--- src/rtl/io_uart_pkg.sv ---
// rtl/io_uart_pkg.sv - shared constants, read-FSM states and decode helper for the AXI-Lite UART register block
package io_uart_pkg;

  localparam logic [3:0] ADDR_RX   = 4'h0;
  localparam logic [3:0] ADDR_TX   = 4'h4;
  localparam logic [3:0] ADDR_STAT = 4'h8;
  localparam logic [3:0] ADDR_CTRL = 4'hC;

  localparam int STAT_RX_VALID = 0;
  localparam int STAT_RX_FULL  = 1;
  localparam int STAT_TX_EMPTY = 2;
  localparam int STAT_TX_FULL  = 3;
  localparam int STAT_INTR_EN  = 4;
  localparam int STAT_OVERRUN  = 5;

  localparam int CTRL_TX_FLUSH = 0;
  localparam int CTRL_RX_FLUSH = 1;
  localparam int CTRL_INTR_EN  = 4;

  localparam logic [1:0] AXI_RESP_OKAY = 2'b00;

  typedef enum logic {R_IDLE, R_RESP} rd_state_e;

  // Registers are word-aligned: only address bits [3:2] select a register.
  function automatic logic [1:0] reg_idx(input logic [3:0] addr);
    return addr[3:2];
  endfunction

endpackage

--- src/rtl/io_axil_uart_regs_if.sv ---
// rtl/io_axil_uart_regs_if.sv - AXI4-Lite AR/R/AW/W/B channel bundle with master and slave views
interface io_axil_uart_regs_if #(parameter int ADDR_W = 4);
  logic [ADDR_W-1:0] araddr;
  logic              arvalid;
  logic              arready;
  logic [31:0]       rdata;
  logic [1:0]        rresp;
  logic              rvalid;
  logic              rready;
  logic [ADDR_W-1:0] awaddr;
  logic              awvalid;
  logic              awready;
  logic [31:0]       wdata;
  logic [3:0]        wstrb;
  logic              wvalid;
  logic              wready;
  logic [1:0]        bresp;
  logic              bvalid;
  logic              bready;

  modport slave (
    input  araddr, arvalid, rready, awaddr, awvalid, wdata, wstrb, wvalid, bready,
    output arready, rdata, rresp, rvalid, awready, wready, bresp, bvalid
  );

  modport master (
    output araddr, arvalid, rready, awaddr, awvalid, wdata, wstrb, wvalid, bready,
    input  arready, rdata, rresp, rvalid, awready, wready, bresp, bvalid
  );
endinterface

--- src/rtl/io_byte_fifo.sv ---
// rtl/io_byte_fifo.sv - synchronous 8-bit FIFO with push/pop/flush and MSB-extended pointers
module io_byte_fifo #(
  parameter int FIFO_DEPTH = 16
) (
  input  logic       clk_i,
  input  logic       rst_ni,
  input  logic       push_i,
  input  logic [7:0] din_i,
  input  logic       pop_i,
  input  logic       flush_i,
  output logic [7:0] dout_o,
  output logic       full_o,
  output logic       empty_o
);
  localparam int PW = $clog2(FIFO_DEPTH);

  logic [PW:0] wptr_q, rptr_q;
  logic [7:0]  mem_q [FIFO_DEPTH];
  logic        do_push, do_pop;

  assign empty_o = (wptr_q == rptr_q);
  assign full_o  = (wptr_q[PW] != rptr_q[PW]) && (wptr_q[PW-1:0] == rptr_q[PW-1:0]);
  assign do_pop  = pop_i & ~empty_o;
  // A pop in the same cycle frees the slot, so a push into a full FIFO still lands.
  assign do_push = push_i & (~full_o | do_pop);
  assign dout_o  = mem_q[rptr_q[PW-1:0]];

  always_ff @(posedge clk_i or negedge rst_ni) begin
    if (!rst_ni) begin
      wptr_q <= '0;
      rptr_q <= '0;
    end else if (flush_i) begin
      wptr_q <= '0;
      rptr_q <= '0;
    end else begin
      if (do_push) wptr_q <= wptr_q + (PW+1)'(1);
      if (do_pop)  rptr_q <= rptr_q + (PW+1)'(1);
    end
  end

  always_ff @(posedge clk_i) begin
    if (do_push && !flush_i) mem_q[wptr_q[PW-1:0]] <= din_i;
  end
endmodule

--- src/rtl/io_axil_uart_regs.sv ---
// rtl/io_axil_uart_regs.sv - AXI4-Lite UART-Lite register block with RX/TX byte FIFOs and interrupt pulse
module io_axil_uart_regs
  import io_uart_pkg::*;
#(
  parameter int FIFO_DEPTH = 16,
  parameter int ADDR_W     = 4
) (
  input  logic                clk_i,
  input  logic                rst_ni,
  io_axil_uart_regs_if.slave  axil,
  output logic [7:0]          tx_data_o,
  output logic                tx_valid_o,
  input  logic                tx_ready_i,
  input  logic [7:0]          rx_data_i,
  input  logic                rx_valid_i,
  output logic                intr_o
);
  rd_state_e   r_state_q, r_state_d;
  logic        ready_en_q;
  logic [31:0] rdata_q, rdata_d, stat;
  logic [1:0]  rsel_q, wsel_q;
  logic        rd_pop_q, ar_hs, r_hs;
  logic        aw_held_q, w_held_q, bvalid_q, wstrb0_q;
  logic [7:0]  wdata_q;
  logic        aw_hs, w_hs, wr_exec, ctrl_wr;
  logic        rx_full, rx_empty, tx_full, tx_empty;
  logic [7:0]  rx_head;
  logic        rx_push, rx_pop, rx_flush, tx_push, tx_pop, tx_flush, overrun_set;
  logic        overrun_q, intr_en_q, intr_q, rx_empty_q, tx_empty_q, tx_flush_q;

  always_comb begin
    stat                = '0;
    stat[STAT_RX_VALID] = ~rx_empty;
    stat[STAT_RX_FULL]  = rx_full;
    stat[STAT_TX_EMPTY] = tx_empty;
    stat[STAT_TX_FULL]  = tx_full;
    stat[STAT_INTR_EN]  = intr_en_q;
    stat[STAT_OVERRUN]  = overrun_q;
  end

  always_ff @(posedge clk_i or negedge rst_ni) begin
    if (!rst_ni) r_state_q <= R_IDLE;
    else         r_state_q <= r_state_d;
  end

  always_comb begin
    r_state_d = r_state_q;
    rdata_d   = rdata_q;
    ar_hs     = 1'b0;
    r_hs      = 1'b0;
    case (r_state_q)
      R_IDLE: begin
        if (axil.arvalid && ready_en_q) begin
          ar_hs     = 1'b1;
          r_state_d = R_RESP;
          if (reg_idx(axil.araddr[3:0]) == reg_idx(ADDR_RX))
            rdata_d = rx_empty ? 32'h0 : {24'h0, rx_head};
          else if (reg_idx(axil.araddr[3:0]) == reg_idx(ADDR_STAT))
            rdata_d = stat;
          else
            rdata_d = 32'h0;
        end
      end
      R_RESP: begin
        if (axil.rready) begin
          r_hs      = 1'b1;
          r_state_d = R_IDLE;
        end
      end
      default: r_state_d = R_IDLE;
    endcase
  end

  assign axil.arready = ready_en_q & (r_state_q == R_IDLE);
  assign axil.rvalid  = (r_state_q == R_RESP);
  assign axil.rdata   = rdata_q;
  assign axil.rresp   = AXI_RESP_OKAY;

  assign axil.awready = ready_en_q & ~aw_held_q & ~bvalid_q;
  assign axil.wready  = ready_en_q & ~w_held_q & ~bvalid_q;
  assign axil.bvalid  = bvalid_q;
  assign axil.bresp   = AXI_RESP_OKAY;

  assign aw_hs    = axil.awvalid & axil.awready;
  assign w_hs     = axil.wvalid & axil.wready;
  assign wr_exec  = aw_held_q & w_held_q;
  assign ctrl_wr  = wr_exec & (wsel_q == reg_idx(ADDR_CTRL));
  assign tx_push  = wr_exec & (wsel_q == reg_idx(ADDR_TX)) & wstrb0_q;
  assign tx_flush = ctrl_wr & wdata_q[CTRL_TX_FLUSH];
  assign rx_flush = ctrl_wr & wdata_q[CTRL_RX_FLUSH];
  assign tx_pop   = tx_valid_o & tx_ready_i;

  // The CPU's pop frees a slot in the same cycle, so a byte arriving then is not an overrun.
  assign rx_pop      = r_hs & rd_pop_q;
  assign rx_push     = rx_valid_i & (~rx_full | rx_pop);
  assign overrun_set = rx_valid_i & rx_full & ~rx_pop;

  assign tx_valid_o = ~tx_empty;
  assign intr_o     = intr_q;

  always_ff @(posedge clk_i or negedge rst_ni) begin
    if (!rst_ni) begin
      ready_en_q <= 1'b0;
      rdata_q    <= '0;
      rsel_q     <= '0;
      rd_pop_q   <= 1'b0;
      aw_held_q  <= 1'b0;
      w_held_q   <= 1'b0;
      bvalid_q   <= 1'b0;
      wsel_q     <= '0;
      wdata_q    <= '0;
      wstrb0_q   <= 1'b0;
      overrun_q  <= 1'b0;
      intr_en_q  <= 1'b0;
      intr_q     <= 1'b0;
      rx_empty_q <= 1'b1;
      tx_empty_q <= 1'b1;
      tx_flush_q <= 1'b0;
    end else begin
      ready_en_q <= 1'b1;
      rdata_q    <= rdata_d;
      if (ar_hs) begin
        rsel_q   <= reg_idx(axil.araddr[3:0]);
        rd_pop_q <= (reg_idx(axil.araddr[3:0]) == reg_idx(ADDR_RX)) & ~rx_empty;
      end
      if (aw_hs) begin
        aw_held_q <= 1'b1;
        wsel_q    <= reg_idx(axil.awaddr[3:0]);
      end
      if (w_hs) begin
        w_held_q <= 1'b1;
        wdata_q  <= axil.wdata[7:0];
        wstrb0_q <= axil.wstrb[0];
      end
      if (wr_exec) begin
        aw_held_q <= 1'b0;
        w_held_q  <= 1'b0;
        bvalid_q  <= 1'b1;
      end else if (bvalid_q && axil.bready) begin
        bvalid_q <= 1'b0;
      end
      if (overrun_set)
        overrun_q <= 1'b1;
      else if (r_hs && rsel_q == reg_idx(ADDR_STAT))
        overrun_q <= 1'b0;
      if (ctrl_wr) intr_en_q <= wdata_q[CTRL_INTR_EN];
      // A tx_empty rise one cycle after a flush came from that flush and stays silent.
      intr_q     <= intr_en_q & ((rx_empty_q & ~rx_empty) | (~tx_empty_q & tx_empty & ~tx_flush_q));
      rx_empty_q <= rx_empty;
      tx_empty_q <= tx_empty;
      tx_flush_q <= tx_flush;
    end
  end

  io_byte_fifo #(.FIFO_DEPTH(FIFO_DEPTH)) u_rx_fifo (
    .clk_i   (clk_i),
    .rst_ni  (rst_ni),
    .push_i  (rx_push),
    .din_i   (rx_data_i),
    .pop_i   (rx_pop),
    .flush_i (rx_flush),
    .dout_o  (rx_head),
    .full_o  (rx_full),
    .empty_o (rx_empty)
  );

  io_byte_fifo #(.FIFO_DEPTH(FIFO_DEPTH)) u_tx_fifo (
    .clk_i   (clk_i),
    .rst_ni  (rst_ni),
    .push_i  (tx_push),
    .din_i   (wdata_q),
    .pop_i   (tx_pop),
    .flush_i (tx_flush),
    .dout_o  (tx_data_o),
    .full_o  (tx_full),
    .empty_o (tx_empty)
  );
endmodule

--- src/flat_wrapper.sv ---
// flat-port wrapper written by rule: the top's interface ports become plain ports
module io_axil_uart_regs_flat import io_uart_pkg::*;
#(
  parameter int FIFO_DEPTH = 16,
  parameter int ADDR_W     = 4
)
  (clk_i, rst_ni, tx_data_o, tx_valid_o, tx_ready_i, rx_data_i, rx_valid_i, intr_o, axil_araddr, axil_arvalid, axil_rready, axil_awaddr, axil_awvalid, axil_wdata, axil_wstrb, axil_wvalid, axil_bready, axil_arready, axil_rdata, axil_rresp, axil_rvalid, axil_awready, axil_wready, axil_bresp, axil_bvalid);
  io_axil_uart_regs_if #(.ADDR_W(ADDR_W)) axil_i ();
  input  logic clk_i;
  input  logic rst_ni;
  output logic [7:0] tx_data_o;
  output logic tx_valid_o;
  input  logic tx_ready_i;
  input  logic [7:0] rx_data_i;
  input  logic rx_valid_i;
  output logic intr_o;
  input wire logic [$bits(axil_i.araddr)-1:0] axil_araddr;
  input wire logic [$bits(axil_i.arvalid)-1:0] axil_arvalid;
  input wire logic [$bits(axil_i.rready)-1:0] axil_rready;
  input wire logic [$bits(axil_i.awaddr)-1:0] axil_awaddr;
  input wire logic [$bits(axil_i.awvalid)-1:0] axil_awvalid;
  input wire logic [$bits(axil_i.wdata)-1:0] axil_wdata;
  input wire logic [$bits(axil_i.wstrb)-1:0] axil_wstrb;
  input wire logic [$bits(axil_i.wvalid)-1:0] axil_wvalid;
  input wire logic [$bits(axil_i.bready)-1:0] axil_bready;
  output wire logic [$bits(axil_i.arready)-1:0] axil_arready;
  output wire logic [$bits(axil_i.rdata)-1:0] axil_rdata;
  output wire logic [$bits(axil_i.rresp)-1:0] axil_rresp;
  output wire logic [$bits(axil_i.rvalid)-1:0] axil_rvalid;
  output wire logic [$bits(axil_i.awready)-1:0] axil_awready;
  output wire logic [$bits(axil_i.wready)-1:0] axil_wready;
  output wire logic [$bits(axil_i.bresp)-1:0] axil_bresp;
  output wire logic [$bits(axil_i.bvalid)-1:0] axil_bvalid;
  assign axil_i.araddr = axil_araddr;
  assign axil_i.arvalid = axil_arvalid;
  assign axil_i.rready = axil_rready;
  assign axil_i.awaddr = axil_awaddr;
  assign axil_i.awvalid = axil_awvalid;
  assign axil_i.wdata = axil_wdata;
  assign axil_i.wstrb = axil_wstrb;
  assign axil_i.wvalid = axil_wvalid;
  assign axil_i.bready = axil_bready;
  assign axil_arready = axil_i.arready;
  assign axil_rdata = axil_i.rdata;
  assign axil_rresp = axil_i.rresp;
  assign axil_rvalid = axil_i.rvalid;
  assign axil_awready = axil_i.awready;
  assign axil_wready = axil_i.wready;
  assign axil_bresp = axil_i.bresp;
  assign axil_bvalid = axil_i.bvalid;
  io_axil_uart_regs #(.FIFO_DEPTH(FIFO_DEPTH), .ADDR_W(ADDR_W)) u_core (.clk_i(clk_i), .rst_ni(rst_ni), .axil(axil_i), .tx_data_o(tx_data_o), .tx_valid_o(tx_valid_o), .tx_ready_i(tx_ready_i), .rx_data_i(rx_data_i), .rx_valid_i(rx_valid_i), .intr_o(intr_o));
endmodule
--- config.mk ---
export PLATFORM = sky130hd
export DESIGN_NAME = io_axil_uart_regs_flat
export DESIGN_NICKNAME = d
export VERILOG_FILES = /design/src/rtl/io_uart_pkg.sv /design/src/rtl/io_axil_uart_regs_if.sv /design/src/rtl/io_byte_fifo.sv /design/src/rtl/io_axil_uart_regs.sv /design/src/flat_wrapper.sv
export SDC_FILE = /design/constraint.sdc
export NUM_CORES = 1
export LEC_CHECK = 0
export CAP_MARGIN = 40
export CORE_AREA = 2 2 163 165
export DETAILED_ROUTE_END_ITERATION = 8
export DIE_AREA = 0 0 165 167
export DONT_BUFFER_PORTS = 1
export PLACE_DENSITY_LB_ADDON = 0.1
export SLEW_MARGIN = 0
export SYNTH_ARGS = -nofsm -noshare
export SYNTH_HDL_FRONTEND = slang
export SYNTH_SLANG_ARGS = --single-unit
--- constraint.sdc ---
create_clock -name clk_i -period 7.2 [get_ports clk_i]
set_input_delay 2.16 -clock clk_i [delete_from_list [all_inputs] [get_ports clk_i]]
set_output_delay 2.16 -clock clk_i [all_outputs]
set_load 0.005 [all_outputs]
## Word level (Yosys, flattened, before mapping)

Memory sizes are Yosys's and may differ from the RTL's.
Cells that the tools add are included.

| cells by class | value |
|---|---|
| reductions and logical operators | 19 |
| equality and inequality tests | 10 |
| add/subtract/negate cells | 4 |
| bitwise gates (word level) | 42 |
| mux-type cells | 29 |

Operator list:

| cell | number |
|---|---|
| 2-to-1 mux 5 bit | 8 |
| 2-to-1 mux 32 bit | 1 |
| AND 1 bit | 27 |
| adder 5 x 1 -> 5 bit, second input constant | 4 |
| 2-to-1 mux 1 bit | 17 |
| nonzero test 2 bit | 8 |
| inverter 1 bit | 11 |
| equality test 5 bit | 2 |
| equality test 4 bit | 2 |
| 2-to-1 mux 8 bit | 1 |
| logical AND 1 bit | 7 |
| equality test 2 bit, second input constant | 3 |
| 2-to-1 mux 6 bit | 1 |
| bitwise OR 1 bit | 4 |
| equality test 2 x 1 -> 1 bit, second input constant | 1 |
| logical NOT 1 bit | 2 |
| logical NOT 2 bit | 1 |
| inequality test 1 bit | 2 |
| one-hot mux 1 bit (2 select lines) | 1 |
| AND reduction 2 bit | 1 |

| storage, ports and cells | value |
|---|---|
| flip-flop bits (word level) | 77 |
| input port bits | 61 |
| memory bits (writable) | 256 |
| memories | 2 |
| word-level logic and storage cells | 127 |
| output and inout bits | 51 |

Memories:

| name | depth | bits a word | read ports | clocked after Yosys merged registers in | write ports | RTL line | source |
|---|---|---|---|---|---|---|---|
| u_core.u_rx_fifo.mem_q | 16 | 8 | 1 | 0 | 1 | io_byte_fifo.sv:18 | `logic [7:0] mem_q [FIFO_DEPTH];` |
| u_core.u_tx_fifo.mem_q | 16 | 8 | 1 | 0 | 1 | io_byte_fifo.sv:18 |  |

## Logic depth before layout (Yosys ltp)

| logic depth | value |
|---|---|
| depth after elaboration | 9 |
| depth in mapped cells | 7 |
| gate-level depth less buffers | 6 |

## Hierarchy

Synthesis repeated with hierarchy kept, for this count alone.

| second synthesis, totals | value |
|---|---|
| cell total of the unflattened synthesis | 695 |
| area, all modules | 12814.8 µm² |

By module, submodules not included:

| module | instances | cells each | area an instance (µm²) |
|---|---|---|---|
| io_byte_fifo at u_core.u_rx_fifo | 1 | 294 | 5609.1 |
| io_byte_fifo at u_core.u_tx_fifo | 1 | 267 | 5555.3 |
| io_axil_uart_regs | 1 | 134 | 1650.3 |

## Worst setup path after synthesis

OpenSTA, ideal clock, no wires.

| timing path | value |
|---|---|
| kind | input -> register |
| from | input port axil_rready |
| to | memory u_core.u_rx_fifo.mem_q[0][0] (enable) |
| path slack | 3222 ps |
| required time | 6805 ps |
| stages | 3 |
| arrival | 3583 ps |
| path through | and3_1 > o311a_1 > nor4bb_1 |

| on the way | value |
|---|---|
| cells in the longest elaborated chain, start to end | 9 |
| elaborated cells between the ends (all ways) | 11 |
| those cells by class | 4 x mux; 6 x bitwise; 1 x reduce/logical |

Ends and longest elaborated chain:

| what | RTL line | source |
|---|---|---|
| from (decl) | flat_wrapper.sv:19 | `input wire logic [$bits(axil_i.rready)-1:0] axil_rready;` |
| 2-to-1 mux 1 bit * | io_axil_uart_regs.sv:65 | `if (axil.rready) begin` |
| 2-to-1 mux 1 bit * | io_axil_uart_regs.sv:51 | `case (r_state_q)` |
| AND 1 bit * | io_axil_uart_regs.sv:94 | `assign rx_pop = r_hs & rd_pop_q;` |
| bitwise OR 1 bit or AND 1 bit (tied branches) | io_axil_uart_regs.sv:95, io_byte_fifo.sv:23 |  |
| AND 1 bit or bitwise OR 1 bit (tied branches) | io_axil_uart_regs.sv:95, io_byte_fifo.sv:25 |  |
| AND 1 bit * | io_byte_fifo.sv:25 | `assign do_push = push_i & (~full_o \| do_pop);` |
| logical AND 1 bit * | io_byte_fifo.sv:42 | `if (do_push && !flush_i) mem_q[wptr_q[PW-1:0]] <= din_i;` |
| 2-to-1 mux 1 bit * | io_byte_fifo.sv:42 |  |
| 2-to-1 mux 1 bit (implied by the code) * | io_byte_fifo.sv:42 |  |
| to (decl) | io_byte_fifo.sv:18 |  |

Mark *: on every way between the ends. The rest lies on a longest branch, timed or not.

## Final worst setup path

| timing path | value |
|---|---|
| from | register u_core.u_tx_fifo.rptr_q[0] |
| to | output port tx_data_o[0] |

| on the way | value |
|---|---|
| cells in the longest elaborated chain, start to end | 1 |

Ends and longest elaborated chain:

| what | RTL line | source |
|---|---|---|
| from (decl) | io_byte_fifo.sv:17 | `logic [PW:0] wptr_q, rptr_q;` |
| from (signal assigned) | io_byte_fifo.sv:37 | `if (do_pop) rptr_q <= rptr_q + (PW+1)'(1);` |
| memory read (16 x 8 bit) | - |  |
| to (decl) | flat_wrapper.sv:11 | `output logic [7:0] tx_data_o;` |

Every way passes these cells.

==> results.sh <==
export IMPL_internal_power_mw=3.72
export IMPL_worst_pin_slew_ns=0.837
export IMPL_critical_path_required_ns=5.04
export IMPL_drtIter0Drc=480
export IMPL_syn_cell_area_mm2=0.0127
export IMPL_p_switching_mw=1.50
export IMPL_setup_tns_ns=0
export IMPL_num_rows=59
export IMPL_end_kind="primary output"
export IMPL_cts_tree="yes"
export IMPL_fp_dieW_um=165
export IMPL_area_growth_pct=9.87
export IMPL_syn_area_per_cell_um2=18.5
export IMPL_diodes=0
export IMPL_grt_max_degree=54
export IMPL_min_to="u_core.overrun_q$_DFFE_PN0P_"
export IMPL_core_mm2=0.0258
export IMPL_postRouteAntennaNets=0
export IMPL_ys_flop_type="edfxtp_1"
export IMPL_fin_skew_ns=0.00809
export IMPL_clk_latency_ns=0.55
export IMPL_antenna_found_initial=0
export IMPL_yosys_warnings=0
export IMPL_slew_violations=0
export IMPL_ys_async_sr_fraction_pct=17.2
export IMPL_io_pins=112
export IMPL_reg2reg_from="u_core.u_rx_fifo.rptr_q[0]$_DFFE_PN0P_"
export IMPL_rrSetupSlack_ns=4.43
export IMPL_dpl_hpwl_um=16400
export IMPL_min_path_type="flip-flop to flip-flop"
export IMPL_maxCapViolations=0
export IMPL_relSlewSlack_pct=44.1
export IMPL_cp_max_fo=26
export IMPL_first_pass_iters=6
export IMPL_gp_congestion=0.776
export IMPL_start_util_pct=49.4
export IMPL_grt_pass1_vias=6240
export IMPL_synth_seq_area_share_pct=70.9
export IMPL_fin_crit_ns=4.95
export IMPL_synth_edff_count=256
export IMPL_dr_wl_met2_um=13500
export IMPL_layout_common_cells="edfxtp_1, mux4_2, dfrtp_1, nand2_1, clkbuf_16"
export IMPL_root_buffer="clkbuf_16"
export IMPL_vias=6110
export IMPL_powerDensity_mw_per_mm2=373
export IMPL_nNetsFinal=771
export IMPL_wl_met1_um=9800
export IMPL_synth_seq_cells=309
export IMPL_synth_area_top_cells="edfxtp_1, mux4_2, dfrtp_1"
export IMPL_wire_per_inst_um=23.8
export IMPL_crit_type="flip-flop to primary output"
export IMPL_whs_ns=0.484
export IMPL_vdd_ir_drop_max_uv=203
export IMPL_final_setup_viol_count=0
export IMPL_cts_hold_fix_buffers=0
export IMPL_hold_path_depth=2
export IMPL_p_leak_nw=4.78
export IMPL_cts_num_sinks=309
export IMPL_pwr_share_comb_pct=22.5
export IMPL_status="finished, final reports clean"
export IMPL_fin_crit_sh_pct=68.7
export IMPL_post_cts_buffers=0
export IMPL_r2r_cells=5
export IMPL_dr_max_layer_used="met4"
export IMPL_worstReg2RegEnd="u_core.u_rx_fifo.mem_q[6][1]$_DFFE_PP_"
export IMPL_synthDistinctLibCells=54
export IMPL_post_cts_resized=0
export IMPL_fin_util_pct=54.2
export IMPL_grt_overflow=0
export IMPL_critPathLaunch="u_core.u_tx_fifo.rptr_q[0]$_DFFE_PN0P_"
export IMPL_grt_pass1_wl_um=37900
export IMPL_yosys_area_top_type_share_pct=60.5
export IMPL_drive_gt1_share_pct=19.8
export IMPL_hold_violations=0
export IMPL_die_y_um=167
export IMPL_power_frac_seq_pct=48.1
export IMPL_cts_max_level=1
export IMPL_fmax_mhz=202
export IMPL_die_area_mm2=0.0276
export IMPL_drc=0
export IMPL_yosys_area_top_type="edfxtp_1"
export IMPL_cp_arrival_ns=2.79
export IMPL_vias_per_cell=5.78
export IMPL_wirelength_um=25200
export IMPL_cts_buffers=31
export IMPL_wl_met3_um=1180
export IMPL_min_from="u_core.overrun_q$_DFFE_PN0P_"
export IMPL_start_kind="flip-flop"
export IMPL_path_clk_slew_ns=0.06
export IMPL_grt_util_all_layers_pct=18.6
export IMPL_power_frac_clock_pct=29.4
export IMPL_clockBufferDepth=3
export IMPL_rsz0062_at_grt="no"
export IMPL_swShare_pct=28.7
export IMPL_layout_commonest_cell="edfxtp_1"
export IMPL_io_buffers=0
export IMPL_syn_inst=686
## layer usage
layer  up-vias  global-route usage, %
li1       2710                      -
met1      3207                   23.4
met2       146                   33.3
met3        47                   3.19
met4         0                   5.14
met5         -                      0
## power groups by stage
stage                     Sequential [mW]  Combinational [mW]  Clock, mW
final                                2.51                1.17       1.53
after detailed placement             2.56                1.20          0
after global placement               2.55                1.15          0
after global routing                 2.55                1.29       1.62
after floorplan                      2.40                1.02          0
after CTS                            2.52                1.20       1.56
## logic make-up after synthesis
logic type      share of synthesized area, %
other cells                           0.0591
simple gates                            5.42
fa+ha+maj                              0.984
compound gates                          3.29
mux                                     14.4
buf+inv                                 3.40
flops                                   70.9
xor+xnor                                1.52
## worst max-delay path by stage
stage | to | slack [ns] | depth (start not counted)
6_report | tx_data_o[0] | 2.25 | 3
5_1_grt | tx_data_o[0] | 2.09 | 3
4_1_cts | tx_data_o[0] | 2.15 | 3
3_5_place_dp | tx_data_o[0] | 2.75 | 3
3_3_place_gp | tx_data_o[0] | 2.76 | 3
2_1_floorplan | u_core.u_rx_fifo.mem_q[0][0]$_DFFE_PP_ | 3.22 | 3
## through the flow
step                      setup WS (ns)  total power, mW  instances  instance area (um^2)
after floorplan                    3.22             3.41        713                 12800
after global placement             2.76             3.69        992                 12900
after global routing               2.09             5.46       1058                 14000
after detailed placement           2.75             3.75       1002                 13000
final                              2.25             5.22       1058                 14000
after CTS                          2.15             5.28       1058                 14000
## synthesized netlist by cell type (2+ instances only)
cell type,n
and4b_1,6
buf_2,9
inv_1,9
nor2_1,23
mux4_1,12
or3_1,4
nor3_1,6
a22oi_1,15
nor4bb_1,2
and4_1,6
conb_1,2
and2_1,4
nor2b_1,9
nand3_1,9
buf_1,4
ha_1,10
dfstp_2,2
dfrtp_1,51
buf_8,2
a22o_1,2
edfxtp_1,256
a21o_1,2
mux2_2,15
clkbuf_1,13
a21oi_1,10
nand4_1,4
o21ai_0,13
xor2_1,6
mux2i_1,2
mux4_2,59
nand2_1,32
a221o_1,5
o211ai_1,3
xnor2_1,16
buf_4,32
and3_1,12
o31ai_1,2
## flip-flops by register name (all words and copies together), names as in the netlist, 2 cells and up
name and cells:
u_core.u_rx_fifo.mem_q 128, u_core.u_tx_fifo.mem_q 128, u_core.axil.rdata 8, u_core.wdata_q 8
u_core.u_rx_fifo.rptr_q 5, u_core.u_rx_fifo.wptr_q 5, u_core.u_tx_fifo.rptr_q 5, u_core.u_tx_fifo.wptr_q 5
u_core.rsel_q 2, u_core.wsel_q 2
## cell type report
cell class	count	area (um^2)
well taps	335	419
fillers	2017	11800
inverters	10	37.5
repair buffers	16	144
multi-input cells	332	3380
flip-flops and latches	309	9020
clock buffers	44	855
clock inverters	12	114
## critical path: stages (launching register included)
cell and delay, ns:
dfrtp_2 0.57, buf_4 0.52, mux4_2 0.60, mux4_2 0.52
(Power assumes the default switching activity.)
